[config.mk]
export PLATFORM = sky130hd
export DESIGN_NAME = mem_port_arbiter_flat
export DESIGN_NICKNAME = d
export VERILOG_FILES = /design/src/rtl/mem_port_arbiter_if.sv /design/src/rtl/mem_port_arbiter.sv /design/src/flat_wrapper.sv
export SDC_FILE = /design/constraint.sdc
export NUM_CORES = 1
export LEC_CHECK = 0
export ABC_AREA = 1
export CAP_MARGIN = 25
export CORE_AREA = 5 5 93 95
export DETAILED_ROUTE_END_ITERATION = 8
export DIE_AREA = 0 0 98 100
export PLACE_DENSITY = 0.78
export SYNTH_ARGS = -nofsm -noshare
export SYNTH_HDL_FRONTEND = slang
export SYNTH_SLANG_ARGS = --single-unit
[constraint.sdc]
create_clock -name clock -period 2.6 [get_ports clock]
set_input_delay 0.52 -clock clock [delete_from_list [all_inputs] [get_ports clock]]
set_output_delay 0.52 -clock clock [all_outputs]
set_load 0.005 [all_outputs]
[src/rtl/mem_port_arbiter_if.sv]
// Bundle of the three requester ports, the RAM port and debug taps for mem_port_arbiter.
// req/gnt: a requester holds req/addr/wdata until it sees gnt. A gnt marks the cycle the
// access is issued. Read data comes back one cycle after its gnt with rvalid, and there is no backpressure.
interface mem_port_arbiter_if #(
  parameter int AW = 9,
  parameter int DW = 32
);
  logic          working;

  logic          host_req;
  logic [AW-1:0] host_addr;
  logic [DW-1:0] host_wdata;
  logic          host_gnt;

  logic          dat_req;
  logic          dat_we;
  logic [AW-1:0] dat_addr;
  logic [DW-1:0] dat_wdata;
  logic          dat_gnt;
  logic          dat_rvalid;
  logic [DW-1:0] dat_rdata;

  logic          if_req;
  logic [AW-1:0] if_addr;
  logic          if_gnt;
  logic          if_rvalid;
  logic [DW-1:0] if_rdata;
  logic          if_starved;

  logic          mem_en;
  logic          mem_we;
  logic [AW-1:0] mem_addr;
  logic [DW-1:0] mem_wdata;
  logic [DW-1:0] mem_rdata;

  // Debug taps. Read owner encoding: 0 = none, 1 = data, 2 = fetch.
  logic [1:0]    dbg_rd_owner;
  logic [3:0]    dbg_wait_cnt;

  modport slave (
    input  working,
    input  host_req, host_addr, host_wdata,
    output host_gnt,
    input  dat_req, dat_we, dat_addr, dat_wdata,
    output dat_gnt, dat_rvalid, dat_rdata,
    input  if_req, if_addr,
    output if_gnt, if_rvalid, if_rdata, if_starved,
    output mem_en, mem_we, mem_addr, mem_wdata,
    input  mem_rdata,
    output dbg_rd_owner, dbg_wait_cnt
  );

  modport master (
    output working,
    output host_req, host_addr, host_wdata,
    input  host_gnt,
    output dat_req, dat_we, dat_addr, dat_wdata,
    input  dat_gnt, dat_rvalid, dat_rdata,
    output if_req, if_addr,
    input  if_gnt, if_rvalid, if_rdata, if_starved,
    input  mem_en, mem_we, mem_addr, mem_wdata,
    output mem_rdata,
    input  dbg_rd_owner, dbg_wait_cnt
  );
endinterface

[src/rtl/mem_port_arbiter.sv]
// Single-port RAM arbiter: host > data > fetch with same-cycle grants, plus an aging
// counter that promotes a starved fetch over data. Read data is tagged back one cycle later.
module mem_port_arbiter #(
  parameter int AW       = 9,
  parameter int DW       = 32,
  parameter int MAX_WAIT = 4
) (
  input  logic                clock,
  input  logic                reset,
  mem_port_arbiter_if.slave   bus
);

  typedef enum logic [1:0] {
    OWN_NONE = 2'd0,
    OWN_DAT  = 2'd1,
    OWN_IF   = 2'd2
  } owner_e;

  localparam logic [3:0] WAIT_MAX = 4'(MAX_WAIT);

  owner_e     rd_owner, rd_owner_nxt;
  logic [3:0] wait_cnt, wait_cnt_nxt;
  logic       if_elig;
  logic       starved;
  logic       gnt_host, gnt_dat, gnt_if;

  always_ff @(posedge clock) begin
    if (reset) begin
      rd_owner <= OWN_NONE;
      wait_cnt <= 4'd0;
    end else begin
      rd_owner <= rd_owner_nxt;
      wait_cnt <= wait_cnt_nxt;
    end
  end

  // Grant selection. A starved fetch jumps ahead of data but never ahead of the host.
  always_comb begin
    if_elig  = bus.if_req && bus.working;
    starved  = (wait_cnt == WAIT_MAX);
    gnt_host = 1'b0;
    gnt_dat  = 1'b0;
    gnt_if   = 1'b0;
    if (!reset) begin
      if (bus.host_req)           gnt_host = 1'b1;
      else if (if_elig && starved) gnt_if  = 1'b1;
      else if (bus.dat_req)       gnt_dat  = 1'b1;
      else if (if_elig)           gnt_if   = 1'b1;
    end
  end

  always_comb begin
    bus.mem_en    = 1'b0;
    bus.mem_we    = 1'b0;
    bus.mem_addr  = '0;
    bus.mem_wdata = '0;
    if (gnt_host) begin
      bus.mem_en    = 1'b1;
      bus.mem_we    = 1'b1;
      bus.mem_addr  = bus.host_addr;
      bus.mem_wdata = bus.host_wdata;
    end else if (gnt_dat) begin
      bus.mem_en    = 1'b1;
      bus.mem_we    = bus.dat_we;
      bus.mem_addr  = bus.dat_addr;
      bus.mem_wdata = bus.dat_wdata;
    end else if (gnt_if) begin
      bus.mem_en    = 1'b1;
      bus.mem_addr  = bus.if_addr;
    end
  end

  // Next owner of the RAM read return and the fetch aging count.
  always_comb begin
    rd_owner_nxt = OWN_NONE;
    wait_cnt_nxt = 4'd0;
    if (gnt_dat && !bus.dat_we) rd_owner_nxt = OWN_DAT;
    else if (gnt_if)            rd_owner_nxt = OWN_IF;
    if (if_elig && !gnt_if)
      wait_cnt_nxt = starved ? wait_cnt : wait_cnt + 4'd1;
  end

  assign bus.host_gnt   = gnt_host;
  assign bus.dat_gnt    = gnt_dat;
  assign bus.if_gnt     = gnt_if;
  assign bus.if_starved = starved;

  // A read issued just before reset is dropped, so its return is masked while reset is high.
  assign bus.dat_rvalid = (rd_owner == OWN_DAT) && !reset;
  assign bus.if_rvalid  = (rd_owner == OWN_IF)  && !reset;
  assign bus.dat_rdata  = bus.dat_rvalid ? bus.mem_rdata : '0;
  assign bus.if_rdata   = bus.if_rvalid  ? bus.mem_rdata : '0;

  assign bus.dbg_rd_owner = rd_owner;
  assign bus.dbg_wait_cnt = wait_cnt;

endmodule

[src/flat_wrapper.sv]
// flat-port wrapper written by rule: the top's interface ports become plain ports
module mem_port_arbiter_flat 
#(
  parameter int AW       = 9,
  parameter int DW       = 32,
  parameter int MAX_WAIT = 4
)
  (clock, reset, bus_working, bus_host_req, bus_host_addr, bus_host_wdata, bus_host_gnt, bus_dat_req, bus_dat_we, bus_dat_addr, bus_dat_wdata, bus_dat_gnt, bus_dat_rvalid, bus_dat_rdata, bus_if_req, bus_if_addr, bus_if_gnt, bus_if_rvalid, bus_if_rdata, bus_if_starved, bus_mem_en, bus_mem_we, bus_mem_addr, bus_mem_wdata, bus_mem_rdata, bus_dbg_rd_owner, bus_dbg_wait_cnt);
  mem_port_arbiter_if #(.AW(AW), .DW(DW)) bus_i ();
  input  logic clock;
  input  logic reset;
  input wire logic [$bits(bus_i.working)-1:0] bus_working;
  input wire logic [$bits(bus_i.host_req)-1:0] bus_host_req;
  input wire logic [$bits(bus_i.host_addr)-1:0] bus_host_addr;
  input wire logic [$bits(bus_i.host_wdata)-1:0] bus_host_wdata;
  output wire logic [$bits(bus_i.host_gnt)-1:0] bus_host_gnt;
  input wire logic [$bits(bus_i.dat_req)-1:0] bus_dat_req;
  input wire logic [$bits(bus_i.dat_we)-1:0] bus_dat_we;
  input wire logic [$bits(bus_i.dat_addr)-1:0] bus_dat_addr;
  input wire logic [$bits(bus_i.dat_wdata)-1:0] bus_dat_wdata;
  output wire logic [$bits(bus_i.dat_gnt)-1:0] bus_dat_gnt;
  output wire logic [$bits(bus_i.dat_rvalid)-1:0] bus_dat_rvalid;
  output wire logic [$bits(bus_i.dat_rdata)-1:0] bus_dat_rdata;
  input wire logic [$bits(bus_i.if_req)-1:0] bus_if_req;
  input wire logic [$bits(bus_i.if_addr)-1:0] bus_if_addr;
  output wire logic [$bits(bus_i.if_gnt)-1:0] bus_if_gnt;
  output wire logic [$bits(bus_i.if_rvalid)-1:0] bus_if_rvalid;
  output wire logic [$bits(bus_i.if_rdata)-1:0] bus_if_rdata;
  output wire logic [$bits(bus_i.if_starved)-1:0] bus_if_starved;
  output wire logic [$bits(bus_i.mem_en)-1:0] bus_mem_en;
  output wire logic [$bits(bus_i.mem_we)-1:0] bus_mem_we;
  output wire logic [$bits(bus_i.mem_addr)-1:0] bus_mem_addr;
  output wire logic [$bits(bus_i.mem_wdata)-1:0] bus_mem_wdata;
  input wire logic [$bits(bus_i.mem_rdata)-1:0] bus_mem_rdata;
  output wire logic [$bits(bus_i.dbg_rd_owner)-1:0] bus_dbg_rd_owner;
  output wire logic [$bits(bus_i.dbg_wait_cnt)-1:0] bus_dbg_wait_cnt;
  assign bus_i.working = bus_working;
  assign bus_i.host_req = bus_host_req;
  assign bus_i.host_addr = bus_host_addr;
  assign bus_i.host_wdata = bus_host_wdata;
  assign bus_host_gnt = bus_i.host_gnt;
  assign bus_i.dat_req = bus_dat_req;
  assign bus_i.dat_we = bus_dat_we;
  assign bus_i.dat_addr = bus_dat_addr;
  assign bus_i.dat_wdata = bus_dat_wdata;
  assign bus_dat_gnt = bus_i.dat_gnt;
  assign bus_dat_rvalid = bus_i.dat_rvalid;
  assign bus_dat_rdata = bus_i.dat_rdata;
  assign bus_i.if_req = bus_if_req;
  assign bus_i.if_addr = bus_if_addr;
  assign bus_if_gnt = bus_i.if_gnt;
  assign bus_if_rvalid = bus_i.if_rvalid;
  assign bus_if_rdata = bus_i.if_rdata;
  assign bus_if_starved = bus_i.if_starved;
  assign bus_mem_en = bus_i.mem_en;
  assign bus_mem_we = bus_i.mem_we;
  assign bus_mem_addr = bus_i.mem_addr;
  assign bus_mem_wdata = bus_i.mem_wdata;
  assign bus_i.mem_rdata = bus_mem_rdata;
  assign bus_dbg_rd_owner = bus_i.dbg_rd_owner;
  assign bus_dbg_wait_cnt = bus_i.dbg_wait_cnt;
  mem_port_arbiter #(.AW(AW), .DW(DW), .MAX_WAIT(MAX_WAIT)) u_core (.clock(clock), .reset(reset), .bus(bus_i));
endmodule
### After elaboration in Yosys (flattened, before gate mapping)

Cells that the tools add are included.

| cells by class | value |
|---|---|
| bitwise logic cells | 1 |
| reduce and logical (&&, ||, !) cells | 11 |
| multiplexer cells | 25 |
| equal/unequal tests | 3 |
| add/subtract/negate cells | 1 |

Operators with widths:

| kind | count |
|---|---|
| $mux W32 | 4 |
| $mux W9 | 3 |
| $mux W1 | 17 |
| $logic_and A1 B1 Y1 | 6 |
| $add A4 B1 Y4 const B | 1 |
| $eq A4 B3 Y1 const B | 1 |
| $reduce_or A2 Y1 | 2 |
| $logic_not A1 Y1 | 3 |
| $eq A2 B1 Y1 const B | 1 |
| $eq A2 B2 Y1 const B | 1 |
| $mux W2 | 1 |
| $not A1 Y1 | 1 |

| storage, ports and cells | value |
|---|---|
| word-level logic and storage cells | 44 |
| input bits | 130 |
| register bits after elaboration | 6 |

### Longest topological paths before layout

Gate-level depths: netlist of the first run.

| logic depth | value |
|---|---|
| depth in word-level cells | 10 |
| depth in mapped cells | 8 |

### Worst setup path before layout of the first run

OpenSTA, ideal clock, no wires.

| path | value |
|---|---|
| path type | register -> output |
| start point | register u_core.wait_cnt[0], in the netlist u_core.bus.dbg_wait_cnt[0] |
| end point | output port bus_mem_wdata[10] |
| arrival | 1.274 ns |
| stages on the path, launching flop included | 9 |
| slack | 0.806 ns |
| cell sequence | dfxtp_1 -> inv_1 -> ha_1 -> nand2_2 -> nor2_4 -> nand2_4 -> nand2_8 -> buf_12 -> o21ai_2 |

| between the ends | value |
|---|---|
| word-level cells in the longest chain between the ends | 7 |

RTL lines:

| element | line | text |
|---|---|---|
| start: declaration | mem_port_arbiter.sv:22 | `logic [3:0] wait_cnt, wait_cnt_nxt;` |
| start signal: assignment | mem_port_arbiter.sv:33 | `wait_cnt <= wait_cnt_nxt;` |
| $eq A4 B3 Y1 | mem_port_arbiter.sv:40 | `starved = (wait_cnt == WAIT_MAX);` |
| via bus_if_starved | flat_wrapper.sv:29 | `output wire logic [$bits(bus_i.if_starved)-1:0] bus_if_starved;` |
| $logic_and A1 B1 Y1 | mem_port_arbiter.sv:46 | `else if (if_elig && starved) gnt_if = 1'b1;` |
| $mux W1 | mem_port_arbiter.sv:46 |  |
| $mux W1 | mem_port_arbiter.sv:45 | `if (bus.host_req) gnt_host = 1'b1;` |
| $mux W1 | mem_port_arbiter.sv:44 | `if (!reset) begin` |
| $mux W32 | mem_port_arbiter.sv:62 | `end else if (gnt_dat) begin` |
| $mux W32 | mem_port_arbiter.sv:57 | `if (gnt_host) begin` |
| end: declaration | flat_wrapper.sv:33 | `output wire logic [$bits(bus_i.mem_wdata)-1:0] bus_mem_wdata;` |

The timed path passes the listed nets, and every way through them passes these cells.

### Worst setup path in the final report of the first run

| path | value |
|---|---|
| start point | input port bus_host_req |
| end point | output port bus_mem_wdata[24] |

| between the ends | value |
|---|---|
| word-level cells in the longest chain between the ends | 4 |

RTL lines:

| element | line | text |
|---|---|---|
| start: declaration | flat_wrapper.sv:13 | `input wire logic [$bits(bus_i.host_req)-1:0] bus_host_req;` |
| $mux W1 | mem_port_arbiter.sv:45 |  |
| $mux W1 | mem_port_arbiter.sv:44 |  |
| $mux W32 | mem_port_arbiter.sv:62 |  |
| $mux W32 (*) | mem_port_arbiter.sv:57 |  |

Every way passes the cells marked *; elsewhere a longest branch is shown, timed or not.

==> impl_metrics.tcl, run 1 <==
set metrics [dict create \
    status "finished, final reports clean" \
    dp.cells 659 \
    slew_headroom_pct 84.5 \
    cts.sinks 6 \
    async_flop_share_pct 0 \
    finalClockSkew_ps 3.97 \
    critPathLaunchType "input pin" \
    fin_ws_ps 81.9 \
    maxCapViolCount 0 \
    grt_pass1_wl_um 13600 \
    yosysWarnings 0 \
    grt_pass1_vias 2886 \
    rsz0062_at_grt "true" \
    grt_use_total_pct 17.0 \
    core-area_mm2 0.00765 \
    synth_area_per_cell_um2 5.19 \
    fill_cells 748 \
    cts_buffers 3 \
    synth_cell_types 20 \
    hold_class "reg -> reg" \
    htreeDepth 1 \
    netlist_top_cells_area "inv_1 19%, nor2_1 17%, o21ai_2 15%" \
    crit_arrival_ps 2000 \
    die_area_mm2 0.00980 \
    ys.flop_type "dfxtp_1" \
    end_kind "primary output" \
    nets 715 \
    yosysTopAreaCellShare_pct 19.1 \
    reg2reg_depth 7 \
    multi_input_area_mm2 0.00111 \
    drcViolationCount 0 \
    path_clk_slew_ps 30 \
    synth_common_cells "80 x inv_1, 73 x nor2_1, 51 x nand2_1" \
    worst_pin_slew_ps 232 \
    clk_path_buf_depth 2 \
    io_pins 249 \
    antenna_left 0 \
    drv_slew 0 \
    dieWidth_um 98 \
    synth_seq_cells 6 \
    regArea_um2 120 \
    cts_tree "built" \
    dr.pass1.iters 4 \
    vias_per_cell 4.21 \
    cts_hold_buf 0 \
    grt_max_degree 34 \
    path_max_fanout 21 \
    antenna_found_initial 0 \
    synth_edf_count 0 \
    synthCells 303 \
    whs_ps 563 \
    rows 32 \
    root_buffer "clkbuf_8" \
    routed_wl_um 9630 \
    synthesis.nets 435 \
    synthToLayoutAreaGrowth_pct 184 \
    path_class "in -> out" \
    fin_crit_sh_pct 96.9 \
    mappedNetlistArea_mm2 0.00157 \
    pre_cts_ws_ps -163 \
    antenna_cells 0 \
    grt_overflow 0 \
    portBuffers 248 \
    drive_gt1_share_pct 17.9 \
    ys_seq_area_share_pct 7.63 \
    num_vias 2875 \
    synth_area_leader_cell "inv_1" \
    cp.required_ps 2080 \
    die_y_um 100 \
    fmax_ghz 0.397 \
    start_util_pct 20.6 \
    hold_viol_final 0 \
    ir_drop_v 0.0000924 \
    period_needed_ps 2520 \
    setup_viol 0 \
    gp_congestion 0.802 \
    power_leakage_nw 2.71 \
    wire_per_inst_um 14.1 \
    dp_hpwl_um 7730 \
    drtIter0Drc 49 \
    power_density_mw_per_mm2 153 \
    finalNonFillerCells 683 \
    worstSkewPairLatency_ps 220 \
    yosysMostFrequentCell "inv_1" \
    min_path_cells 4 \
]
==> placed cells by master (no fill, tap or decap), drive strengths merged <==
cell type,n
inv,81
nor2,77
xor2,1
buf,35
nand3,30
clkdlybuf4s50,136
dlygate4sd2,82
nand2,60
ha,2
dfxtp,6
dlymetal6s2s,10
clkdlybuf4s15,5
o21ai,35
clkbuf,21
==> critical path, cell delays in order <==
cell and delay (ps):
clkdlybuf4s50_1 470, inv_2 50, buf_4 140, nor2_4 150, buf_6 140, buf_16 150, nand2_1 70, o21ai_2 50
dlygate4sd2_1 260
==> cell type report <==
| class | instances | area share, % |
|---|---|---|
| sequential | 6 | 2.69 |
| tap | 102 | 2.85 |
| multi-input combinational | 205 | 24.7 |
| clock buffer | 3 | 0.923 |
| timing repair buffer | 286 | 62.0 |
| inverter | 81 | 6.80 |
==> final timing paths <==
path	startpoint	end	slack, ps
max	bus_host_req	bus_mem_wdata[24]	80
min	u_core.bus.dbg_wait_cnt[1]	u_core.bus.dbg_wait_cnt[1]	560
max reg2reg	u_core.bus.dbg_wait_cnt[1]	u_core.bus.dbg_wait_cnt[3]	1100
min reg2reg	u_core.bus.dbg_wait_cnt[1]	u_core.bus.dbg_wait_cnt[1]	560
==> logic make-up (layout without fill, tap and decap cells) <==
| family | Yosys count | count (layout) | share of synthesized area (%) |
|---|---|---|---|
| buf+inv | 94 | 370 | 26.2 |
| simple gates | 165 | 167 | 46.5 |
| flops | 6 | 6 | 7.63 |
| xor+xnor | 1 | 1 | 0.557 |
| fa+ha+maj | 2 | 2 | 1.59 |
| compound gates | 35 | 35 | 17.6 |
==> through the flow <==
stage / power, mW / utilization, % / setup TNS [ps] / instance area, um^2
CTS: 0.682 / 56.1 / -499 / 4290
global route: 0.731 / 58.5 / -30.1 / 4470
detailed placement: 0.557 / 55.8 / -5030 / 4270
global placement: 0.549 / 55.8 / -4460 / 4270
finish: 0.686 / 58.5 / 0 / 4470
floorplan: 0.224 / - / 0 / 1570
==> what timing repair did <==
action	CTS	global route
endpoints found under the setup margin	46	25
cloned	3	3
pin swaps	2	4
resized for setup	109	55
buffers inserted	4	11
endpoints found under the hold margin	0	0
==> metal layers <==
| layer | vias to the layer above | part of all wire [%] | track usage, % |
|---|---|---|---|
| met5 | - | 0 | 0 |
| met4 | 0 | 0.71 | 3.19 |
| met3 | 6 | 11 | 5.63 |
| met2 | 154 | 56 | 36.2 |
| met1 | 1270 | 33 | 15.4 |
| li1 | 1445 | - | - |
==> report_power, final <==
part	leakage, nW	total (mW)	internal, mW	switching (mW)
clock network	0.0216	0.137	0.0992	0.0374
logic	2.64	0.454	0.293	0.161
registers	0.0486	0.0955	0.0942	0.00138
total	2.71	0.686	0.486	0.200
==> flip-flops by register name, indices dropped and copies added, names as in the netlist <==
signal / flops
u_core.bus.dbg_wait_cnt: 4
u_core.bus.dbg_rd_owner: 2
(Power assumes the default switching activity.)
==> run 2: changes to the inputs <==
==> constraint.sdc (replaced) <==
create_clock -name clock -period 2.6 [get_ports clock]
set_input_delay 0.52 -clock clock [delete_from_list [all_inputs] [get_ports clock]]
set_output_delay 0.52 -clock clock [all_outputs]
set_load 0.02 [all_outputs]
==> impl_metrics.tcl, run 2 (synthesized netlist as in run 1, its figures left out) <==
set metrics [dict create \
    finalClockSkew_ps 5.27 \
    pwr-share-clk_pct 19.9 \
    seq_power_share_pct 13.2 \
    start_util_pct 20.6 \
    end_kind "primary output" \
    crit_arrival_ps 2000 \
    fmax_ghz 0.396 \
    largest_reg_flops 4 \
    antenna_cells 0 \
    dieWidth_um 98 \
    power_density_mw_per_mm2 172 \
    reg2reg_depth 8 \
    stdcell_area_mm2 0.00418 \
    cts.sinks 6 \
    path_buf_inv 4 \
    dpl-instance-area_mm2 0.00430 \
    root_buffer "clkbuf_8" \
    htreeDepth 1 \
    cp.required_ps 2080 \
    portBuffers 248 \
    hold_end "u_core.bus.dbg_wait_cnt[1]" \
    drcViolationCount 0 \
    wl_met2_um 4710 \
    met3_wirelength_um 1030 \
    drive_gt1_share_pct 13.0 \
    cp_cell_sequence "clkdlybuf4s50_1 -> inv_1 -> nand2_4 -> nor2_8 -> nand2_8 -> buf_12 -> o21ai_2 -> dlygate4sd2_1" \
    maxCapViolCount 0 \
    cp_slowest_cell "clkdlybuf4s50_1" \
    gp_congestion 0.804 \
    max_stage_delay_ps 410 \
    hold_class "reg -> reg" \
    setup_viol 0 \
    io_pins 249 \
    grt_pass1_wl_um 13100 \
    core-area_mm2 0.00765 \
    cts_hold_buf 0 \
    grt_max_degree 44 \
    power_leakage_nw 2.44 \
    period_needed_ps 2520 \
    num_vias 2758 \
    fin_crit_sh_pct 97.1 \
    grt_pass1_vias 2895 \
    antenna_found_initial 0 \
    dp_hpwl_um 7750 \
    path_delay_family "buffers and inverters" \
    min_from "u_core.bus.dbg_wait_cnt[1]" \
    critPathLaunchType "input pin" \
    path_max_fanout 19 \
    dp.cells 660 \
    multi_input_area_mm2 0.00104 \
    grt_overflow 0 \
    final_cell_mix "136 x clkdlybuf4s50_1, 88 x dlygate4sd2_1, 80 x inv_1" \
    min_path_cells 4 \
    antenna_left 0 \
    p_comb_share_pct 66.9 \
    wire_per_inst_um 13.1 \
    slew_headroom_pct 83.6 \
    worst_pin_slew_ps 246 \
    cp.depth 8 \
    finalNonFillerCells 663 \
    die_y_um 100 \
    die_area_mm2 0.00980 \
    routed_wl_um 8660 \
    cts_buffers 3 \
    path_class "in -> out" \
    regToRegEndpoint "u_core.bus.dbg_wait_cnt[0]" \
    internal_power_mw 0.468 \
    switchingPower_mw 0.254 \
    r2r-start "u_core.bus.dbg_wait_cnt[1]" \
    status "finished, final reports clean" \
    drt-met1-wl_um 2860 \
    rsz0062_at_grt "false" \
    worstSkewPairLatency_ps 230 \
    fill_cells 747 \
    cts_tree "built" \
    drtIter0Drc 37 \
    synthToLayoutAreaGrowth_pct 166 \
    drv_slew 0 \
    ir_drop_v 0.000115 \
    vias_per_cell 4.16 \
    final_common_cell "clkdlybuf4s50_1" \
    clk_path_buf_depth 2 \
    cts_resized 112 \
    rows 32 \
    hold_viol_final 0 \
    dr.pass1.iters 4 \
    grt_use_total_pct 15.9 \
    path_clk_slew_ps 40 \
    nets 695 \
    postCtsSetupBuffers 0 \
    regArea_um2 120 \
    r2r_slack_ps 1010 \
    top_layer "met4" \
    postLayoutCoreUtil_pct 54.7 \
    p_sw_share_pct 35.1 \
]
[run 2: cell count changes in the layout (fill, tap and decap cells not counted), moves of 5 or more]
cell             before  now
dlygate4sd2_1        82   88
dlymetal6s2s_1       10    0
buf_4                25   14
clkdlybuf4s15_1       5   14
clkbuf_2             15   10
[run 2: cell type report]
cell class / instances / share of cell area, %
repair buffers: 268 / 60.9
well taps: 102 / 3.05
inverters: 81 / 7.27
multi-input cells: 203 / 24.9
flip-flops and latches: 6 / 2.87
clock buffers: 3 / 0.987
[run 2: per-layer routing]
layer,up-vias,global-route usage (%)
met4,0,2.13
met5,-,0
li1,1397,-
met3,6,5.91
met2,161,33.8
met1,1194,14.5
[run 2: worst max path at each step]
stage / from / endpoint / slack, ps
detailed placement: bus_host_req / bus_mem_wdata[25] / -260
global placement: bus_dat_req / bus_mem_wdata[26] / -230
global route: bus_dat_req / bus_mem_wdata[10] / 0.4
finish: bus_host_req / bus_mem_wdata[28] / 80
floorplan: u_core.bus.dbg_wait_cnt[0] / bus_mem_wdata[0] / 400
CTS: bus_host_req / bus_mem_wdata[4] / 9
[run 2: worst register-to-register path, stage by stage (launching register included)]
cell and delay, ps:
dfxtp_1 330, inv_1 100, ha_1 200, nand3_1 170
nand2_2 250, nand2_2 120, buf_4 160, nand2_2 90
nor2_1 50
[run 2: power by group through the flow]
stage | Combinational, mW | Sequential, mW | Clock (mW)
floorplan | 0.187 | 0.0986 | 0
global placement | 0.517 | 0.0965 | 0
detailed placement | 0.525 | 0.0966 | 0
CTS | 0.488 | 0.0952 | 0.144
global route | 0.518 | 0.0953 | 0.152
finish | 0.483 | 0.0951 | 0.144
[run 2: per-stage QoR]
stage / TNS (ps) / total power [mW] / hold WS [ps] / setup slack (ps)
3_3_place_gp: -12380 / 0.614 / 551 / -228
3_5_place_dp: -13890 / 0.621 / 566 / -258
4_1_cts: 0 / 0.728 / 590 / 8.51
6_report: 0 / 0.721 / 586 / 76.5
5_1_grt: 0 / 0.766 / 635 / 0.363
2_1_floorplan: 0 / 0.286 / 592 / 402
